$ cat src/rtl/lsu_mc_if.sv
// Handshaked data-memory port between lsu_mc (master) and the memory (slave).
interface lsu_mc_if #(
    parameter int DATA_W = 32,
    parameter int ADDR_W = 9
);
    logic                  mem_req;
    logic                  mem_we;
    logic [ADDR_W-1:0]     mem_addr;
    logic [DATA_W-1:0]     mem_wdata;
    logic [DATA_W/8-1:0]   mem_be;
    logic                  mem_ack;
    logic [DATA_W-1:0]     mem_rdata;

    modport master (
        output mem_req, mem_we, mem_addr, mem_wdata, mem_be,
        input  mem_ack, mem_rdata
    );

    modport slave (
        input  mem_req, mem_we, mem_addr, mem_wdata, mem_be,
        output mem_ack, mem_rdata
    );
endinterface

$ cat src/rtl/lsu_mc.sv
// Multi-cycle load/store unit: lane steering, sign/zero extension, stall and misalign faults.
// Optional watchdog on the memory handshake when LSU_TIMEOUT_EN is defined.
module lsu_mc #(
    parameter int DATA_W         = 32,
    parameter int ADDR_W         = 9,
    parameter int TIMEOUT_CYCLES = 16
) (
    input  logic              clk,
    input  logic              reset,
    input  logic              ex_valid,
    input  logic              ex_load,
    input  logic              ex_store,
    input  logic [2:0]        ex_funct3,
    input  logic [DATA_W-1:0] ex_addr,
    input  logic [DATA_W-1:0] ex_wdata,
    output logic              stall,
    output logic              wb_valid,
    output logic [DATA_W-1:0] wb_data,
    output logic              fault,
    output logic              bus_err,
    lsu_mc_if.master          mem,
    output logic              wr,
    output logic              rd,
    output logic [ADDR_W-1:0] addr,
    output logic [DATA_W-1:0] wr_data,
    output logic [DATA_W-1:0] rd_data
);
    localparam int NB = DATA_W / 8;
    localparam int L  = $clog2(NB);

    typedef enum logic [1:0] {IDLE, REQ, DONE, FAULT} state_t;

    typedef struct packed {
        logic              load;
        logic              store;
        logic [2:0]        funct3;
        logic [L-1:0]      off;
        logic [ADDR_W-1:0] waddr;
        logic [NB-1:0]     be;
        logic [DATA_W-1:0] wdata;
    } req_t;

    state_t            state, state_d;
    req_t              req_q, req_d;
    logic [DATA_W-1:0] rdata_q;
    logic              abort_q;
    logic              f3_ok, aligned, legal, to_hit;
    logic [NB-1:0]     size_mask;
    logic [DATA_W-1:0] lane, ext;
    logic              unused_ok;

    assign unused_ok = ^{ex_addr[DATA_W-1:ADDR_W+L], TIMEOUT_CYCLES[0]};

    // Decode legality of the presented access
    always_comb begin
        f3_ok = 1'b0;
        case (ex_funct3)
            3'b000, 3'b001, 3'b010: f3_ok = 1'b1;
            3'b011:                 f3_ok = (DATA_W == 64);
            3'b100, 3'b101:         f3_ok = ex_load;
            3'b110:                 f3_ok = ex_load && (DATA_W == 64);
            default:                f3_ok = 1'b0;
        endcase
        aligned   = 1'b1;
        size_mask = NB'(1);
        case (ex_funct3[1:0])
            2'd0: begin aligned = 1'b1;                size_mask = NB'(8'h01); end
            2'd1: begin aligned = ~ex_addr[0];         size_mask = NB'(8'h03); end
            2'd2: begin aligned = (ex_addr[1:0] == 0); size_mask = NB'(8'h0F); end
            default: begin aligned = (ex_addr[2:0] == 0); size_mask = NB'(8'hFF); end
        endcase
        legal = f3_ok && aligned && (ex_load ^ ex_store);
    end

    always_comb begin
        req_d.load   = ex_load;
        req_d.store  = ex_store;
        req_d.funct3 = ex_funct3;
        req_d.off    = ex_addr[L-1:0];
        req_d.waddr  = ex_addr[ADDR_W+L-1:L];
        req_d.be     = size_mask << ex_addr[L-1:0];
        req_d.wdata  = ex_wdata << {ex_addr[L-1:0], 3'b000};
    end

`ifdef LSU_TIMEOUT_EN
    localparam int CW = $clog2(TIMEOUT_CYCLES + 1);
    logic [CW-1:0] to_cnt;

    // Counts REQ cycles that ended without an ack; restarts on every REQ entry
    always_ff @(posedge clk or posedge reset) begin
        if (reset)                            to_cnt <= '0;
        else if (state != REQ || mem.mem_ack) to_cnt <= '0;
        else                                  to_cnt <= to_cnt + CW'(1);
    end
    assign to_hit = (to_cnt == CW'(TIMEOUT_CYCLES - 1));
`else
    assign to_hit = 1'b0;
`endif

    always_ff @(posedge clk or posedge reset) begin
        if (reset) state <= IDLE;
        else       state <= state_d;
    end

    always_comb begin
        state_d     = state;
        stall       = 1'b0;
        wb_valid    = 1'b0;
        fault       = 1'b0;
        bus_err     = 1'b0;
        wr          = 1'b0;
        rd          = 1'b0;
        mem.mem_req = 1'b0;
        mem.mem_we  = 1'b0;
        case (state)
            IDLE: begin
                stall = ex_valid;
                if (ex_valid) state_d = legal ? REQ : FAULT;
            end
            REQ: begin
                stall       = ex_valid;
                mem.mem_req = 1'b1;
                mem.mem_we  = req_q.store;
                if (mem.mem_ack) state_d = DONE;
                else if (to_hit) state_d = FAULT;
            end
            DONE: begin
                wb_valid = req_q.load;
                rd       = req_q.load;
                wr       = req_q.store;
                state_d  = IDLE;
            end
            default: begin
                fault   = ~abort_q;
                bus_err = abort_q;
                state_d = IDLE;
            end
        endcase
        // Reset clears state asynchronously; keep the EX-driven stall quiet too
        if (reset) stall = 1'b0;
    end

    always_ff @(posedge clk or posedge reset) begin
        if (reset) begin
            req_q   <= '0;
            rdata_q <= '0;
            abort_q <= 1'b0;
        end else begin
            if (state == IDLE && ex_valid && legal) req_q <= req_d;
            if (state == REQ && mem.mem_ack)        rdata_q <= mem.mem_rdata;
            abort_q <= (state == REQ) && !mem.mem_ack && to_hit;
        end
    end

    assign mem.mem_addr  = req_q.waddr;
    assign mem.mem_wdata = req_q.wdata;
    assign mem.mem_be    = req_q.be;

    always_comb begin
        lane = rdata_q >> {req_q.off, 3'b000};
        case (req_q.funct3)
            3'b000:  ext = DATA_W'($signed(lane[7:0]));
            3'b001:  ext = DATA_W'($signed(lane[15:0]));
            3'b010:  ext = DATA_W'($signed(lane[31:0]));
            3'b100:  ext = DATA_W'(lane[7:0]);
            3'b101:  ext = DATA_W'(lane[15:0]);
            3'b110:  ext = DATA_W'(lane[31:0]);
            default: ext = lane;
        endcase
    end

    assign wb_data = wb_valid ? ext : '0;
    assign addr    = (state == DONE) ? req_q.waddr : '0;
    assign wr_data = wr ? req_q.wdata : '0;
    assign rd_data = rd ? rdata_q : '0;
endmodule

$ cat src/flat_wrapper.sv
// flat-port wrapper written by rule: the top's interface ports become plain ports
module lsu_mc_flat 
#(
    parameter int DATA_W         = 32,
    parameter int ADDR_W         = 9,
    parameter int TIMEOUT_CYCLES = 16
)
  (clk, reset, ex_valid, ex_load, ex_store, ex_funct3, ex_addr, ex_wdata, stall, wb_valid, wb_data, fault, bus_err, wr, rd, addr, wr_data, rd_data, mem_mem_req, mem_mem_we, mem_mem_addr, mem_mem_wdata, mem_mem_be, mem_mem_ack, mem_mem_rdata);
  lsu_mc_if #(.DATA_W(DATA_W), .ADDR_W(ADDR_W)) mem_i ();
  input  logic clk;
  input  logic reset;
  input  logic ex_valid;
  input  logic ex_load;
  input  logic ex_store;
  input  logic [2:0] ex_funct3;
  input  logic [DATA_W-1:0] ex_addr;
  input  logic [DATA_W-1:0] ex_wdata;
  output logic stall;
  output logic wb_valid;
  output logic [DATA_W-1:0] wb_data;
  output logic fault;
  output logic bus_err;
  output logic wr;
  output logic rd;
  output logic [ADDR_W-1:0] addr;
  output logic [DATA_W-1:0] wr_data;
  output logic [DATA_W-1:0] rd_data;
  output wire logic [$bits(mem_i.mem_req)-1:0] mem_mem_req;
  output wire logic [$bits(mem_i.mem_we)-1:0] mem_mem_we;
  output wire logic [$bits(mem_i.mem_addr)-1:0] mem_mem_addr;
  output wire logic [$bits(mem_i.mem_wdata)-1:0] mem_mem_wdata;
  output wire logic [$bits(mem_i.mem_be)-1:0] mem_mem_be;
  input wire logic [$bits(mem_i.mem_ack)-1:0] mem_mem_ack;
  input wire logic [$bits(mem_i.mem_rdata)-1:0] mem_mem_rdata;
  assign mem_mem_req = mem_i.mem_req;
  assign mem_mem_we = mem_i.mem_we;
  assign mem_mem_addr = mem_i.mem_addr;
  assign mem_mem_wdata = mem_i.mem_wdata;
  assign mem_mem_be = mem_i.mem_be;
  assign mem_i.mem_ack = mem_mem_ack;
  assign mem_i.mem_rdata = mem_mem_rdata;
  lsu_mc #(.DATA_W(DATA_W), .ADDR_W(ADDR_W), .TIMEOUT_CYCLES(TIMEOUT_CYCLES)) u_core (.clk(clk), .reset(reset), .ex_valid(ex_valid), .ex_load(ex_load), .ex_store(ex_store), .ex_funct3(ex_funct3), .ex_addr(ex_addr), .ex_wdata(ex_wdata), .stall(stall), .wb_valid(wb_valid), .wb_data(wb_data), .fault(fault), .bus_err(bus_err), .mem(mem_i), .wr(wr), .rd(rd), .addr(addr), .wr_data(wr_data), .rd_data(rd_data));
endmodule
$ cat config.mk
export PLATFORM = sky130hd
export DESIGN_NAME = lsu_mc_flat
export DESIGN_NICKNAME = d
export VERILOG_FILES = /design/src/rtl/lsu_mc_if.sv /design/src/rtl/lsu_mc.sv /design/src/flat_wrapper.sv
export SDC_FILE = /design/constraint.sdc
export NUM_CORES = 1
export LEC_CHECK = 0
export ABC_AREA = 0
export CAP_MARGIN = 20
export CORE_MARGIN = 2
export CORE_UTILIZATION = 41
export DETAILED_ROUTE_END_ITERATION = 10
export PLACE_DENSITY_LB_ADDON = 0.05
export SETUP_SLACK_MARGIN = 0.05
export SLEW_MARGIN = 20
export SYNTH_ARGS = -nofsm -noshare
export SYNTH_HDL_FRONTEND = slang
export SYNTH_SLANG_ARGS = --single-unit
$ cat constraint.sdc
create_clock -name clk -period 3.15 [get_ports clk]
set_clock_uncertainty 0.2 [all_clocks]
set_input_delay 0.315 -clock clk [delete_from_list [all_inputs] [get_ports clk]]
set_output_delay 0.315 -clock clk [all_outputs]
set_load 0.05 [all_outputs]
Yosys cells after proc, flatten, opt, wreduce, memory -nomap -nowiden
Cells that the tools add are included.
{"block": "word_totals", "mem_bits_ro": 0, "ram_bits": 0, "register_bits": 86, "latch_bits": 0, "output_inout_bits": 158, "n_memories": 0}
{"block": "classes", "add_sub_neg": 0, "multipliers": 0, "n_eq_ne": 13, "n_bitwise": 2, "n_reduce_logical": 16, "div": 0, "muxes": 19, "n_shift": 3, "order_cmp": 0}
{"op": "$pmux 32 s4", "n": 1}
{"op": "$mux 32", "n": 3}
{"op": "$shl 32x5->32", "n": 1}
{"op": "$shr 32x5->32", "n": 1}
{"op": "$eq 3x3->1 const B", "n": 4}
{"op": "$logic_not 3->1", "n": 3}
{"op": "$mux 9", "n": 1}
{"op": "$pmux 4 s2", "n": 1}
{"op": "$mux 1", "n": 7}
{"op": "$eq 3x1->1 const B", "n": 2}
{"op": "$logic_not 2->1", "n": 3}
{"op": "$mux 2", "n": 3}
{"op": "$reduce_or 3->1", "n": 2}
{"op": "$logic_and 1x1->1", "n": 5}
{"op": "$eq 2x1->1 const B", "n": 2}
{"op": "$eq 2x2->1 const B", "n": 2}
{"op": "$ne 2x2->1 const B", "n": 2}
{"op": "$pmux 2 s2", "n": 1}
{"op": "$reduce_or 2->1", "n": 2}
{"op": "$shl 4x2->4", "n": 1}
{"op": "$eq 3x2->1 const B", "n": 1}
{"op": "$pmux 1 s3", "n": 1}
{"op": "$pmux 1 s2", "n": 1}
{"op": "$reduce_and 2->1", "n": 1}
{"op": "2 further kinds", "n": 2}

Logic depth before layout (Yosys ltp)
Gate-level depths: netlist of the first run.
{"block": "logic_depth", "depth_word": 8, "mapped_depth": 6, "ltp_nobuf": 6}

Worst setup path before layout of the first run
Ideal clock, no wire load.
{"block": "synth_path", "path_kind": "register -> output", "start": "register u_core.state[0]", "end": "output wb_data[16]", "setup_slack_ns": 0.439, "path_stages_with_launch": 6, "arrival_ns": 2.196, "n_path_buf": 0, "cell_sequence": "dfrtp_1 and2b_2 nand2_2 inv_2 nand3b_4 o21ai_0"}
{"block": "synth_via", "elab_chain_len": 3}
{"element": "start, declared", "line_no": "lsu_mc.sv:43", "text": "state_t state, state_d;"}
{"element": "start signal, assigned", "line_no": "lsu_mc.sv:102", "text": "else state <= state_d;"}
{"element": "$eq 2x2->1", "line_no": "lsu_mc.sv:115", "text": "case (state)"}
{"element": "$mux 1", "line_no": "lsu_mc.sv:115"}
{"element": "$mux 32", "line_no": "lsu_mc.sv:172", "text": "assign wb_data = wb_valid ? ext : '0;"}
{"element": "end, declared", "line_no": "flat_wrapper.sv:20", "text": "output logic [DATA_W-1:0] wb_data;"}
Every way passes these cells.

Worst setup path after layout of the first run
{"block": "layout_path", "start": "register u_core.state[0]", "end": "output wr_data[17]"}
{"block": "layout_via", "elab_chain_len": 3}
{"element": "$eq 2x2->1", "line_no": "lsu_mc.sv:115"}
{"element": "$mux 1", "line_no": "lsu_mc.sv:115"}
{"element": "$mux 32", "line_no": "lsu_mc.sv:174", "text": "assign wr_data = wr ? req_q.wdata : '0;"}
{"element": "end, declared", "line_no": "flat_wrapper.sv:26", "text": "output logic [DATA_W-1:0] wr_data;"}
Every way passes these cells.

==> results.sh, run 1 <==
export IMPL_outcome="completed"
export IMPL_maxSlewViolCount=0
export IMPL_totalNegativeSetupSlack_ns=0
export IMPL_ctsRootBufferMaster="clkbuf_16"
export IMPL_slew_headroom=0.405
export IMPL_grt_first_pass_wirelength_um=25600
export IMPL_crit_end="wr_data[17]"
export IMPL_cp_startpoint="u_core.state[0]"
export IMPL_synth_cell_types=40
export IMPL_mostFrequentLayoutCells="clkdlybuf4s50_1, dfrtp_1, buf_12, and2_1, nand2_1"
export IMPL_depth_of_the_worst_register_to_register_path=4
export IMPL_via_count_of_the_first_global_routing_pass=4610
export IMPL_synth_yosys_seq_area_share=0.402
export IMPL_path_clk_slew_ns=0.07
export IMPL_drc=0
export IMPL_gp_congestion=0.817
export IMPL_critPathMaxFanout=42
export IMPL_placement_row_count=41
export IMPL_layout_nets=823
export IMPL_cts_inserted_buffers=9
export IMPL_irDropWorstVdd_mv=0.503
export IMPL_timing_final_crit_share=0.932
export IMPL_fp_dieW_um=118
export IMPL_routed_wire_length_per_instance_um=17.8
export IMPL_grtUsageTotal=0.231
export IMPL_cp_arrival_ns=2.42
export IMPL_netlist_area_um2=5350
export IMPL_clock_tree_from_tritoncts="built"
export IMPL_syn_to_final_growth_pct=57.9
export IMPL_syn_num_nets=647
export IMPL_totalWireLength_um=15900
export IMPL_cts_h_tree_depth=3
export IMPL_synth_yosys_warnings=0
export IMPL_cts_hold_buf=0
export IMPL_diode_count=0
export IMPL_post_place_cells=879
export IMPL_setup_viol=0
export IMPL_gr_total_overflow=0
export IMPL_post_cts_resize_count=0
export IMPL_layout_min_cycle_time_ns=2.93
export IMPL_mostFrequentLayoutCell="clkdlybuf4s50_1"
export IMPL_number_of_clock_sinks=86
export IMPL_end_kind="primary output"
export IMPL_report_final_hold_viol_count=0
export IMPL_static_leakage_power_uw=0.00367
export IMPL_buffer_ports_inserted=240
export IMPL_cellPowerDensity_nw_per_um2=920
export IMPL_synth_avg_cell_area_um2=9.87
export IMPL_initial_core_util=0.422
export IMPL_post_layout_nonfiller_instances=895
export IMPL_grt_start_max_net_pins=74
export IMPL_setup_reg_to_reg_worst_slack_ns=1.12
export IMPL_netlist_top_cells_area="dfrtp_1, buf_4, mux2_2"
export IMPL_core_area_um2=12700
export IMPL_maxCapViolCount=0
export IMPL_viasPerCell=5.12
export IMPL_timing_rr_start="u_core.state[0]"
export IMPL_synth_largest_area_cell="dfrtp_1"
export IMPL_vias=4583
export IMPL_worstMarginPinSlew_ns=0.892
export IMPL_maxClockFrequency_ghz=0.341
export IMPL_syn_instance_count=542
export IMPL_max_clock_path_buffers=2
export IMPL_rsz0062_at_grt="false"
export IMPL_hold_class="in2async"
export IMPL_worst_endpoint_required_ns=2.63
export IMPL_grt_antenna_before_repair=0
export IMPL_cp_start_kind="register"
export IMPL_critical_path_class="reg2out"
export IMPL_worst_r2r_endpoint="u_core.mem.mem_addr[7]"
export IMPL_drt_pass1_iter_count=4
export IMPL_share_of_the_synthesized_area_in_the_top_cell_type=0.402
export IMPL_dieArea_um2=14000
export IMPL_drt_initial_drc_count=223
export IMPL_design_portCount=263
export IMPL_dp_hpwl_um=12100
export IMPL_synth_ff_latch_count=86
export IMPL_floorplan_die_height_um=118
export IMPL_clk_insertion_delay_late_ns=0.34
export IMPL_layout_cell_share_with_drive_strength_beyond_1=0.192
export IMPL_post_cts_buffers=0
export IMPL_final_antenna_net_count=0
[worst max-delay path, cell delays in order, from the launching register on]
cell             delay (ns)
dfrtp_1                0.43
and2b_2                0.25
buf_4                  0.33
and3_1                 0.22
clkdlybuf4s50_1        0.82
[cells in the mapped netlist (all sizes together)]
library cell  instances
xnor2                 1
o22ai                 1
nor3b                 3
o311ai                1
a21o                  9
inv                   2
a21oi                19
and3                 33
buf                  70
mux2                 57
dfrtp                86
o311a                 1
nand3b                2
conb                  1
and2b                 1
nand2b                1
o221ai                1
mux2i                33
nor4                  1
nor2b                19
o31ai                 9
o21ai                28
nor3                  1
a211oi               30
clkbuf               15
nor2                 31
or2                   1
and2                 45
nand2                39
mux4                  1
[sequential cells by signal (all words and copies together), names as in the netlist]
name and cells:
u_core.mem.mem_be 4, u_core.req_q 7, u_core.rdata_q 32, u_core.mem.mem_addr 9, u_core.mem.mem_wdata 32, u_core.state 2
[final cells by class]
class	instances	area (µm²)
clock inverter	5	42.5
multi-input combinational	369	2660
fill	1013	4220
inverter	2	10.0
clock buffer	11	243
tap	172	215
sequential	86	2150
timing repair buffer	250	3120
[per-layer routing]
metal  wire [µm]  vias to the layer above  GRT usage
met4         196                        0     0.0655
met5           0                        -          0
met3        1210                       11     0.0627
li1            -                     2201          -
met1        7040                     2201      0.305
met2        7470                      170      0.372
[through the flow]
| stage | cell area (µm²) | setup WS, ns | power [µW] | hold slack (ns) | utilization |
|---|---|---|---|---|---|
| final | 8450 | 0.215 | 7770 | 0.252 | 0.667 |
| after global routing | 8450 | 0.0986 | 8180 | 0.314 | 0.667 |
| after CTS | 8450 | 0.226 | 7830 | 0.275 | 0.667 |
| after detailed placement | 8160 | 0.622 | 6770 | 0.275 | 0.644 |
| after global placement | 8160 | 0.649 | 6670 | 0.267 | 0.644 |
| after floorplan | 5350 | 0.413 | 5420 | 0.227 | - |
[how the worst min path moves through the flow]
stage	start	endpoint	slack [ns]	cells past startpoint
6_report	reset	u_core.state[1]	0.25	2
2_1_floorplan	ex_store	u_core.req_q[51]	0.23	1
5_1_grt	reset	u_core.state[0]	0.31	2
3_3_place_gp	u_core.mem.mem_be[2]	u_core.mem.mem_be[2]	0.27	2
4_1_cts	reset	u_core.state[1]	0.28	2
3_5_place_dp	u_core.mem.mem_be[3]	u_core.mem.mem_be[3]	0.27	2
[cells by family (layout without fill, tap and decap cells)]
family	after synthesis	in the layout	share of synthesized area
and+or+nand+nor	177	177	0.183
AOI/OAI and AO/OA	99	99	0.124
muxes	91	91	0.186
buffers and inverters	87	268	0.102
DFF	86	86	0.402
other	1	1	0.000701
xor gates and xnor gates	1	1	0.00164
[where the power goes]
group | total [µW] | internal, µW | switching (µW)
registers | 2240 | 1630 | 610
logic | 4510 | 1820 | 2690
clock network | 1030 | 565 | 461
(Power assumes the default switching activity.)
==> run 2: changes to the inputs <==
--- a/config.mk
+++ b/config.mk
@@ -7,6 +7,7 @@
 export LEC_CHECK = 0
 export ABC_AREA = 0
 export CAP_MARGIN = 20
+export CORE_ASPECT_RATIO = 1.5
 export CORE_MARGIN = 2
 export CORE_UTILIZATION = 41
 export DETAILED_ROUTE_END_ITERATION = 10
==> run 2 against run 1 <==
Effect of this change:
- worst setup slack gained 0.024 ns
- die area rose by 0.14%
- worst hold slack improved by 0.013 ns
- design area rose by 0.87%
- critical path type unchanged
- largest cell class unchanged
==> results.sh, run 2 (synthesized netlist as in run 1, its figures left out) <==
export IMPL_outcome="completed"
export IMPL_totalWireLength_um=15800
export IMPL_drc=0
export IMPL_clock_tree_from_tritoncts="built"
export IMPL_grtUsageTotal=0.223
export IMPL_placement_row_count=51
export IMPL_cellPowerDensity_nw_per_um2=934
export IMPL_worstMarginPinSlew_ns=0.755
export IMPL_floorplan_die_height_um=144
export IMPL_cp_num_buf_inv=1
export IMPL_cp_start_kind="register"
export IMPL_gp_congestion=0.806
export IMPL_grt_met2_usage=0.425
export IMPL_sequentialPowerShare=0.289
export IMPL_p_clk_frac=0.145
export IMPL_number_of_clock_sinks=86
export IMPL_timing_rr_start="u_core.state[1]"
export IMPL_drt_initial_drc_count=134
export IMPL_cpPeakStageDelay_ns=0.83
export IMPL_hold_class="in2async"
export IMPL_buffer_ports_inserted=240
export IMPL_total_switching_power_uw=3770
export IMPL_internal_power_uw=4190
export IMPL_final_antenna_net_count=0
export IMPL_gr_max_usage_layer="met2"
export IMPL_ctsRootBufferMaster="clkbuf_16"
export IMPL_diode_count=0
export IMPL_critical_path_class="reg2out"
export IMPL_grt_start_max_net_pins=69
export IMPL_maxSlewViolCount=0
export IMPL_post_layout_total_power_uw=7960
export IMPL_timing_final_crit_share=0.924
export IMPL_mostFrequentLayoutCell="clkdlybuf4s50_1"
export IMPL_critPathMaxFanout=21
export IMPL_setup_viol=0
export IMPL_gr_total_overflow=0
export IMPL_cp_max_stage_cell="dfrtp_1"
export IMPL_crit_chain="nor2b_4 -> and3_4 -> o311a_4 -> a21o_1 -> buf_12"
export IMPL_mostFrequentLayoutCells="clkdlybuf4s50_1, dfrtp_1, buf_12, and2_1, nand2_1"
export IMPL_initial_core_util=0.415
export IMPL_clk_insertion_delay_late_ns=0.34
export IMPL_cp_startpoint="u_core.req_q[45]"
export IMPL_cts_hold_buf=0
export IMPL_rsz0062_at_grt="false"
export IMPL_routed_wire_length_per_instance_um=17.9
export IMPL_layout_min_cycle_time_ns=2.91
export IMPL_use_met3=0.0404
export IMPL_max_clock_path_buffers=2
export IMPL_cts_inserted_buffers=9
export IMPL_syn_to_final_growth_pct=59.3
export IMPL_static_leakage_power_uw=0.00370
export IMPL_report_final_hold_viol_count=0
export IMPL_core_area_um2=12900
export IMPL_viasPerCell=5.18
export IMPL_maxClockFrequency_ghz=0.344
export IMPL_totalNegativeSetupSlack_ns=0
export IMPL_path_clk_slew_ns=0.07
export IMPL_grt_antenna_before_repair=0
export IMPL_pwr_share_comb=0.566
export IMPL_cts_h_tree_depth=3
export IMPL_maxCapViolCount=0
export IMPL_layout_nets=822
export IMPL_layout_cell_share_with_drive_strength_beyond_1=0.193
export IMPL_grtUsageMet1=0.246
export IMPL_irDropWorstVdd_mv=0.591
export IMPL_fp_dieW_um=97.3
export IMPL_dieArea_um2=14000
export IMPL_crit_family="flip-flops"
export IMPL_worst_endpoint_required_ns=2.63
export IMPL_cp_arrival_ns=2.40
export IMPL_design_portCount=263
export IMPL_power_share_switching=0.474
export IMPL_end_kind="primary output"
export IMPL_drt_pass1_iter_count=6
export IMPL_dp_hpwl_um=12100
export IMPL_grt_first_pass_wirelength_um=24600
export IMPL_vias=4564
export IMPL_slew_headroom=0.497
export IMPL_via_count_of_the_first_global_routing_pass=4646
run 2: power by group through the flow:
stage / combinational [µW] / clock [µW] / sequential (µW)
after detailed placement: 4540 / 0 / 2320
after global routing: 4730 / 1210 / 2380
after global placement: 4480 / 0 / 2280
after CTS: 4550 / 1170 / 2310
final: 4510 / 1150 / 2300
after floorplan: 3470 / 0 / 1950
run 2: worst paths after layout:
kind	to	slack, ns	cells past startpoint
max in group asynchronous	u_core.rdata_q[30]	1.84	3
max	wb_data[29]	0.24	5
min	u_core.mem.mem_be[0]	0.26	2
min in group clk	u_core.mem.mem_be[2]	0.29	2
max reg2reg	u_core.mem.mem_addr[2]	1.06	4
min reg2reg	u_core.mem.mem_be[2]	0.29	2
run 2: final cells by class:
cell class                      instances  area, µm²
Clock buffer                           11        243
Sequential cell                        86       2150
Inverter                                2       10.0
Multi-Input combinational cell        369       2660
Tap cell                              159        199
Clock inverter                          5       82.6
Timing Repair Buffer                  249       3170
Fill cell                            1019       4370
run 2: timing repair:
item                                    in CTS  in global routing
buffers inserted                             0                  0
resized for setup                            0                  2
endpoints found under the setup margin       0                  9
run 2: through the flow:
stage	area, µm²	hold WS (ns)	util	setup WS (ns)	instances
floorplan	5350	0.227	-	0.413	542
global placement	8190	0.271	0.636	0.588	865
detailed placement	8190	0.275	0.636	0.527	865
CTS	8520	0.290	0.661	0.160	881
global route	8520	0.319	0.661	0.0709	881
finish	8520	0.265	0.661	0.239	881
run 2: layer usage:
layer	part of all wire	vias up
met4	0.026	0
met1	0.38	2178
met5	0	-
li1	-	2203
met3	0.049	25
met2	0.55	158
run 2: worst register-to-register path: stages (launching register included):
cell and delay (ns):
dfrtp_1 0.44, nor3b_1 0.38, o221ai_4 0.30, buf_12 0.29, mux2_1 0.37
